## config.mk

```make
export PLATFORM = sky130hd
export DESIGN_NAME = hilo_mdu_sequencer_flat
export DESIGN_NICKNAME = d
export VERILOG_FILES = /design/src/rtl/hilo_mdu_sequencer_if.sv /design/src/rtl/hilo_mdu_sequencer.sv /design/src/flat_wrapper.sv
export SDC_FILE = /design/constraint.sdc
export NUM_CORES = 1
export LEC_CHECK = 0
export CAP_MARGIN = 30
export CORE_MARGIN = 1.5
export CORE_UTILIZATION = 45
export CTS_CLUSTER_SIZE = 24
export DETAILED_ROUTE_END_ITERATION = 10
export HOLD_SLACK_MARGIN = 0.15
export PLACE_DENSITY = 0.7
export SLEW_MARGIN = 20
export SYNTH_ARGS = -nofsm -noshare
export SYNTH_HDL_FRONTEND = slang
export SYNTH_SLANG_ARGS = --single-unit
```

## constraint.sdc

```tcl
create_clock -name Clk -period 9.55 [get_ports Clk]
set_input_delay 0.955 -clock Clk [delete_from_list [all_inputs] [get_ports Clk]]
set_output_delay 0.955 -clock Clk [all_outputs]
set_load 0.01 [all_outputs]
```

## src/rtl/hilo_mdu_sequencer_if.sv

```systemverilog
// ============================================================================
// Module   : hilo_mdu_sequencer_if
// Brief    : Issue/result bus between the pipeline and the HI/LO MDU sequencer.
// Revision : 1.0
// ============================================================================
`default_nettype none

interface hilo_mdu_sequencer_if;
    logic        Start;
    logic [2:0]  Op;
    logic [31:0] A;
    logic [31:0] B;
    logic        ReadReq;
    logic        Flush;
    logic        Busy;
    logic        Stall;
    logic        Done;
    logic [31:0] HI;
    logic [31:0] LO;

    modport master (
        output Start, Op, A, B, ReadReq, Flush,
        input  Busy, Stall, Done, HI, LO
    );

    modport slave (
        input  Start, Op, A, B, ReadReq, Flush,
        output Busy, Stall, Done, HI, LO
    );
endinterface

`default_nettype wire

```

## src/rtl/hilo_mdu_sequencer.sv

```systemverilog
// ============================================================================
// Module   : hilo_mdu_sequencer
// Brief    : Iterative shift-add MULT/MULTU/MADD/MSUB unit owning HI/LO; MTHI/MTLO.
//            Optional macro MDU_EARLY_OUT_EN ends RUN once the multiplier is exhausted.
// Revision : 1.0
// ============================================================================
`default_nettype none

module hilo_mdu_sequencer #(
    parameter int BITS_PER_CYCLE = 1
) (
    input  wire logic           Clk,
    input  wire logic           Reset,
    hilo_mdu_sequencer_if.slave bus
);

    localparam int         c_N    = 32 / BITS_PER_CYCLE;
    localparam logic [5:0] c_LAST = 6'(c_N - 1);

    localparam logic [2:0] c_OP_MULT  = 3'b000;
    localparam logic [2:0] c_OP_MULTU = 3'b001;
    localparam logic [2:0] c_OP_MADD  = 3'b010;
    localparam logic [2:0] c_OP_MSUB  = 3'b011;
    localparam logic [2:0] c_OP_MTHI  = 3'b100;
    localparam logic [2:0] c_OP_MTLO  = 3'b101;

    typedef enum logic [1:0] {
        S_IDLE = 2'd0,
        S_RUN  = 2'd1,
        S_FIX  = 2'd2
    } state_t;

    state_t      r_state;
    state_t      w_state_nxt;

    logic [63:0] r_acc;
    logic [63:0] r_mcand;
    logic [31:0] r_mplier;
    logic        r_neg;
    logic [1:0]  r_op;
    logic [5:0]  r_count;
    logic [31:0] r_hi;
    logic [31:0] r_lo;
    logic        r_done;

    logic        w_idle_start;
    logic        w_is_mul;
    logic        w_signed;
    logic [31:0] w_mag_a;
    logic [31:0] w_mag_b;
    logic [63:0] w_pp;
    logic [31:0] w_mplier_nxt;
    logic        w_run_last;
    logic [63:0] w_prod;
    logic [63:0] w_fix_res;

    assign w_idle_start = (r_state == S_IDLE) & bus.Start & ~bus.Flush;
    assign w_is_mul     = ~bus.Op[2];
    assign w_signed     = (bus.Op != c_OP_MULTU);
    // Magnitude of -2^31 wraps to 0x80000000, which is the correct unsigned value
    assign w_mag_a      = (w_signed && bus.A[31]) ? (32'd0 - bus.A) : bus.A;
    assign w_mag_b      = (w_signed && bus.B[31]) ? (32'd0 - bus.B) : bus.B;

    always_comb begin
        w_pp = '0;
        for (int k = 0; k < BITS_PER_CYCLE; k++) begin
            if (r_mplier[k]) begin
                w_pp = w_pp + (r_mcand << k);
            end
        end
    end

    assign w_mplier_nxt = r_mplier >> BITS_PER_CYCLE;

`ifdef MDU_EARLY_OUT_EN
    assign w_run_last = (w_mplier_nxt == 32'd0) || (r_count == c_LAST);
`else
    assign w_run_last = (r_count == c_LAST);
`endif

    assign w_prod = r_neg ? (64'd0 - r_acc) : r_acc;

    always_comb begin
        w_fix_res = w_prod;
        case (r_op)
            c_OP_MADD[1:0]: w_fix_res = {r_hi, r_lo} + w_prod;
            c_OP_MSUB[1:0]: w_fix_res = {r_hi, r_lo} - w_prod;
            default:        w_fix_res = w_prod;
        endcase
    end

    always_ff @(posedge Clk or posedge Reset) begin
        if (Reset) begin
            r_state <= S_IDLE;
        end else begin
            r_state <= w_state_nxt;
        end
    end

    always_comb begin
        w_state_nxt = r_state;
        case (r_state)
            S_IDLE: if (w_idle_start && w_is_mul) w_state_nxt = S_RUN;
            S_RUN: begin
                if (bus.Flush)       w_state_nxt = S_IDLE;
                else if (w_run_last) w_state_nxt = S_FIX;
            end
            S_FIX:   w_state_nxt = S_IDLE;
            default: w_state_nxt = S_IDLE;
        endcase
    end

    always_ff @(posedge Clk or posedge Reset) begin
        if (Reset) begin
            r_acc    <= '0;
            r_mcand  <= '0;
            r_mplier <= '0;
            r_neg    <= 1'b0;
            r_op     <= '0;
            r_count  <= '0;
            r_hi     <= '0;
            r_lo     <= '0;
            r_done   <= 1'b0;
        end else begin
            r_done <= 1'b0;
            case (r_state)
                S_IDLE: begin
                    if (w_idle_start) begin
                        case (bus.Op)
                            c_OP_MTHI: begin
                                r_hi   <= bus.A;
                                r_done <= 1'b1;
                            end
                            c_OP_MTLO: begin
                                r_lo   <= bus.A;
                                r_done <= 1'b1;
                            end
                            c_OP_MULT, c_OP_MULTU, c_OP_MADD, c_OP_MSUB: begin
                                r_mcand  <= {32'd0, w_mag_a};
                                r_mplier <= w_mag_b;
                                r_neg    <= w_signed & (bus.A[31] ^ bus.B[31]);
                                r_op     <= bus.Op[1:0];
                                r_acc    <= '0;
                                r_count  <= '0;
                            end
                            default: ;
                        endcase
                    end
                end
                S_RUN: begin
                    if (!bus.Flush) begin
                        r_acc    <= r_acc + w_pp;
                        r_mplier <= w_mplier_nxt;
                        r_mcand  <= r_mcand << BITS_PER_CYCLE;
                        r_count  <= r_count + 6'd1;
                    end
                end
                S_FIX: begin
                    if (!bus.Flush) begin
                        {r_hi, r_lo} <= w_fix_res;
                        r_done       <= 1'b1;
                    end
                end
                default: ;
            endcase
        end
    end

    assign bus.Busy  = (r_state == S_RUN) || (r_state == S_FIX);
    assign bus.Stall = bus.Busy & (bus.Start | bus.ReadReq);
    assign bus.Done  = r_done;
    assign bus.HI    = r_hi;
    assign bus.LO    = r_lo;

endmodule

`default_nettype wire

```

## src/flat_wrapper.sv

```systemverilog
// flat-port wrapper written by rule: the top's interface ports become plain ports
module hilo_mdu_sequencer_flat 
#(
    parameter int BITS_PER_CYCLE = 1
)
  (Clk, Reset, bus_Start, bus_Op, bus_A, bus_B, bus_ReadReq, bus_Flush, bus_Busy, bus_Stall, bus_Done, bus_HI, bus_LO);
  hilo_mdu_sequencer_if bus_i ();
  input  wire logic Clk;
  input  wire logic Reset;
  input wire logic [$bits(bus_i.Start)-1:0] bus_Start;
  input wire logic [$bits(bus_i.Op)-1:0] bus_Op;
  input wire logic [$bits(bus_i.A)-1:0] bus_A;
  input wire logic [$bits(bus_i.B)-1:0] bus_B;
  input wire logic [$bits(bus_i.ReadReq)-1:0] bus_ReadReq;
  input wire logic [$bits(bus_i.Flush)-1:0] bus_Flush;
  output wire logic [$bits(bus_i.Busy)-1:0] bus_Busy;
  output wire logic [$bits(bus_i.Stall)-1:0] bus_Stall;
  output wire logic [$bits(bus_i.Done)-1:0] bus_Done;
  output wire logic [$bits(bus_i.HI)-1:0] bus_HI;
  output wire logic [$bits(bus_i.LO)-1:0] bus_LO;
  assign bus_i.Start = bus_Start;
  assign bus_i.Op = bus_Op;
  assign bus_i.A = bus_A;
  assign bus_i.B = bus_B;
  assign bus_i.ReadReq = bus_ReadReq;
  assign bus_i.Flush = bus_Flush;
  assign bus_Busy = bus_i.Busy;
  assign bus_Stall = bus_i.Stall;
  assign bus_Done = bus_i.Done;
  assign bus_HI = bus_i.HI;
  assign bus_LO = bus_i.LO;
  hilo_mdu_sequencer #(.BITS_PER_CYCLE(BITS_PER_CYCLE)) u_core (.Clk(Clk), .Reset(Reset), .bus(bus_i));
endmodule
```

==> impl_metrics.json <==
{
  "hpwl_microns": 58020,
  "clock-sinks": 236,
  "total_gr_overflow": 0,
  "synth_seq_area_share_pct": 26.09,
  "start_kind": "flip-flop",
  "maximum_number_of_pins_on_one_net_before_global_route_repair": 126,
  "initial_core_util_pct": 45.40,
  "ys_seq_elements": 236,
  "final.period_utilization_pct": 76.36,
  "clock_tree_from_tritoncts": "done",
  "avg_synthesized_cell_area_sq_um": 7.642,
  "vias": 22640,
  "placeableCoreArea_sq_um": 49860,
  "worstSkewPairLatency_ns": 0.61,
  "rsz0062_at_grt": "false",
  "drc": 0,
  "slew_viol_final": 0,
  "post_synth_main_area_contributors": "dfrtp_1 (26%), ha_1 (7.4%), o21ai_0 (7.2%)",
  "die_w_microns": 227.3,
  "post_cts.resized_instances": 0,
  "yosys_warnings": 0,
  "outcome": "completed",
  "dominantRegCellSynth": "dfrtp_1",
  "timing_hold_violations_final": 0,
  "proportion_of_layout_cells_with_a_drive_suffix_above_1_pct": 4.406,
  "route.final.wire_length_microns": 76740,
  "die_area_sq_um": 51660,
  "timing.final.setup_violations": 0,
  "clockRootBuffer": "clkbuf_16",
  "mostFrequentLayoutCells": "nand2_1 (340), o21ai_0 (325), a21oi_1 (254)",
  "worstMarginPinSlew_ns": 1.059,
  "cap_viol_max_count": 0,
  "end_kind": "flip-flop",
  "avgViaCountPerCell": 6.172,
  "num_io_pins": 139,
  "final.setup.tns_ns": 0,
  "worst_setup_hold_path_clk_slew_ns": 0.06,
  "share_of_flip_flops_with_an_asynchronous_set_or_reset_pct": 100.0,
  "detail_route.first_pass.iterations": 6,
  "grt_usage_pct": 29.03,
  "syn-instance-count": 2962,
  "hold_class": "flip-flop to flip-flop",
  "grt_first_pass_wirelength_microns": 118200,
  "place.gp.congestion": 0.9933,
  "dpl_worst_slack_ns": 2.434,
  "num-nets-final": 3182,
  "fmax_ghz": 0.1371,
  "cts_setup_buffers": 0,
  "area_of_all_placed_cells_without_fillers_sq_um": 25470,
  "cts_max_level": 1,
  "post_cts_hold_buffer_count": 0,
  "synth-edff-count": 0,
  "synth_largest_area_cell": "dfrtp_1",
  "placement_rows": 82,
  "finalCriticalPeriod_ns": 7.293,
  "layout_commonest_cell": "nand2_1",
  "final_antenna_net_count": 0,
  "setup.worst_path.class": "flip-flop to flip-flop",
  "synth_top_area_share_pct": 26.09,
  "port-buffer-count": 138,
  "critPathArrivalTime_ns": 7.74,
  "number_of_global_route_vias_before_repair": 20880,
  "cp_data_required_time_ns": 10.00,
  "setup_slack_ns": 2.257,
  "place_area_sq_um": 24410,
  "areaGrowthSynthToFinish_pct": 12.53,
  "synth.cell_area_sq_um": 22640,
  "whs_ns": 0.4818,
  "cts-root-to-sink-buffers": 3,
  "routed_wire_length_per_instance_microns": 20.92,
  "number_of_buffers_created_by_cts": 30,
  "filler_cells_inserted": 4821,
  "antenna_found_initial": 1,
  "syn_nets": 3169,
  "maxSlewHeadroom_pct": 28.73,
  "cp_max_fo": 9,
  "final.setup_skew_ns": 0.02604,
  "drt_iter0_drc": 2251,
  "die_height_microns": 227.3,
  "synthDistinctLibCells": 93
}
==> layer usage <==
| metal | global-route usage [%] | share of wire, % | wire (microns) | up-vias |
|---|---|---|---|---|
| met2 | 44.51 | 43 | 33090 | 866 |
| met5 | 0 | 0 | 0 | - |
| met1 | 41.34 | 45 | 34750 | 10850 |
| li1 | - | - | - | 10800 |
| met4 | 10.02 | 3.6 | 2738 | 0 |
| met3 | 4.466 | 8.0 | 6155 | 133 |
==> cell usage after synthesis, types with 44 or more instances <==
library cell and number:
o31ai_1 56, xnor2_1 135, dfrtp_1 236, clkbuf_1 160
a211oi_1 44, nand2_1 341, a21oi_1 255, o21ai_0 325
nor2_1 225, ha_1 133, nand3_1 96, and2_1 78
a21o_1 90, xor2_1 157, inv_1 54
==> metrics by stage <==
step | util (%) | cells
after floorplan | - | 2962
after global placement | 48.87 | 3608
after detailed placement | 48.96 | 3612
after CTS | 50.95 | 3665
after global routing | 51.08 | 3668
final | 51.08 | 3669
==> state kept, by name (all words and copies together) (netlist names) <==
signal,flops
u_core.r_mcand,64
u_core.r_neg,1
u_core.r_acc,64
u_core.bus.HI,32
u_core.r_mplier,32
u_core.r_count,6
u_core.bus.Done,1
u_core.r_state,2
u_core.bus.LO,32
u_core.r_op,2
==> cell families (layout without fill, tap and decap cells) <==
family / after synthesis / after routing / share of synthesized area, %
multiplexers: 21 / 21 / 0.9397
XOR/XNOR: 292 / 292 / 11.30
adder cells (fa/ha/maj): 135 / 135 / 7.529
AO/OA/AOI/OAI: 1013 / 1013 / 27.95
other: 0 / 1 / 0
AND/OR/NAND/NOR: 1024 / 1024 / 22.09
buffers and inverters: 241 / 275 / 4.107
flip-flops: 236 / 236 / 26.09
==> layout make-up <==
class                           count  area [sq um]  area share, %
Multi-Input combinational cell   2485         15850          62.23
Sequential cell                   236          5911          23.21
Timing Repair Buffer              166          1659          6.514
Clock buffer                       42         855.8          3.360
Tap cell                          672         840.8          3.301
Inverter                           56         217.7         0.8547
Clock inverter                     11         132.6         0.5207
Antenna cell                        1         2.502       0.009825
==> worst max-delay path, stage by stage (launching register included) <==
cell and delay [ns]:
dfrtp_1 0.47, inv_1 0.14, ha_1 0.35, or3b_2 0.54
or4_1 0.54, and3_4 0.21, nor4_2 0.37, or4b_4 0.59
nor3_4 0.26, and2_2 0.22, o21ai_2 0.07, nor2_2 0.12
a41oi_1 0.15, xnor2_1 0.19, ha_1 0.37, a21o_1 0.25
a31oi_1 0.32, o21ai_0 0.15, a2111oi_0 0.49, o21ai_0 0.16
a21oi_1 0.23, o21ai_0 0.26, a311oi_1 0.41, xor2_1 0.18
a31oi_1 0.10
==> path summary, 6_finish.rpt <==
kind                            slack, ns  cells after the start                           start                              to
worst max-delay path                 2.26                     24     u_core.r_acc[0]$_DFFE_PP0P_   u_core.bus.HI[29]$_DFFE_PP0P_
worst min-delay path                 0.48                      2  u_core.r_mplier[0]$_DFFE_PP0P_  u_core.r_mplier[0]$_DFFE_PP0P_
worst max register to register       2.26                     24     u_core.r_acc[0]$_DFFE_PP0P_   u_core.bus.HI[29]$_DFFE_PP0P_
worst min register to register       0.48                      2  u_core.r_mplier[0]$_DFFE_PP0P_  u_core.r_mplier[0]$_DFFE_PP0P_
max in group asynchronous            7.35                      3                           Reset      u_core.r_op[1]$_DFFE_PP0P_
min in group asynchronous            0.93                      2                           Reset   u_core.bus.HI[23]$_DFFE_PP0P_
Power is not shown: default switching activity piles up to over one toggle a cycle in this logic, so the estimate is an artifact.
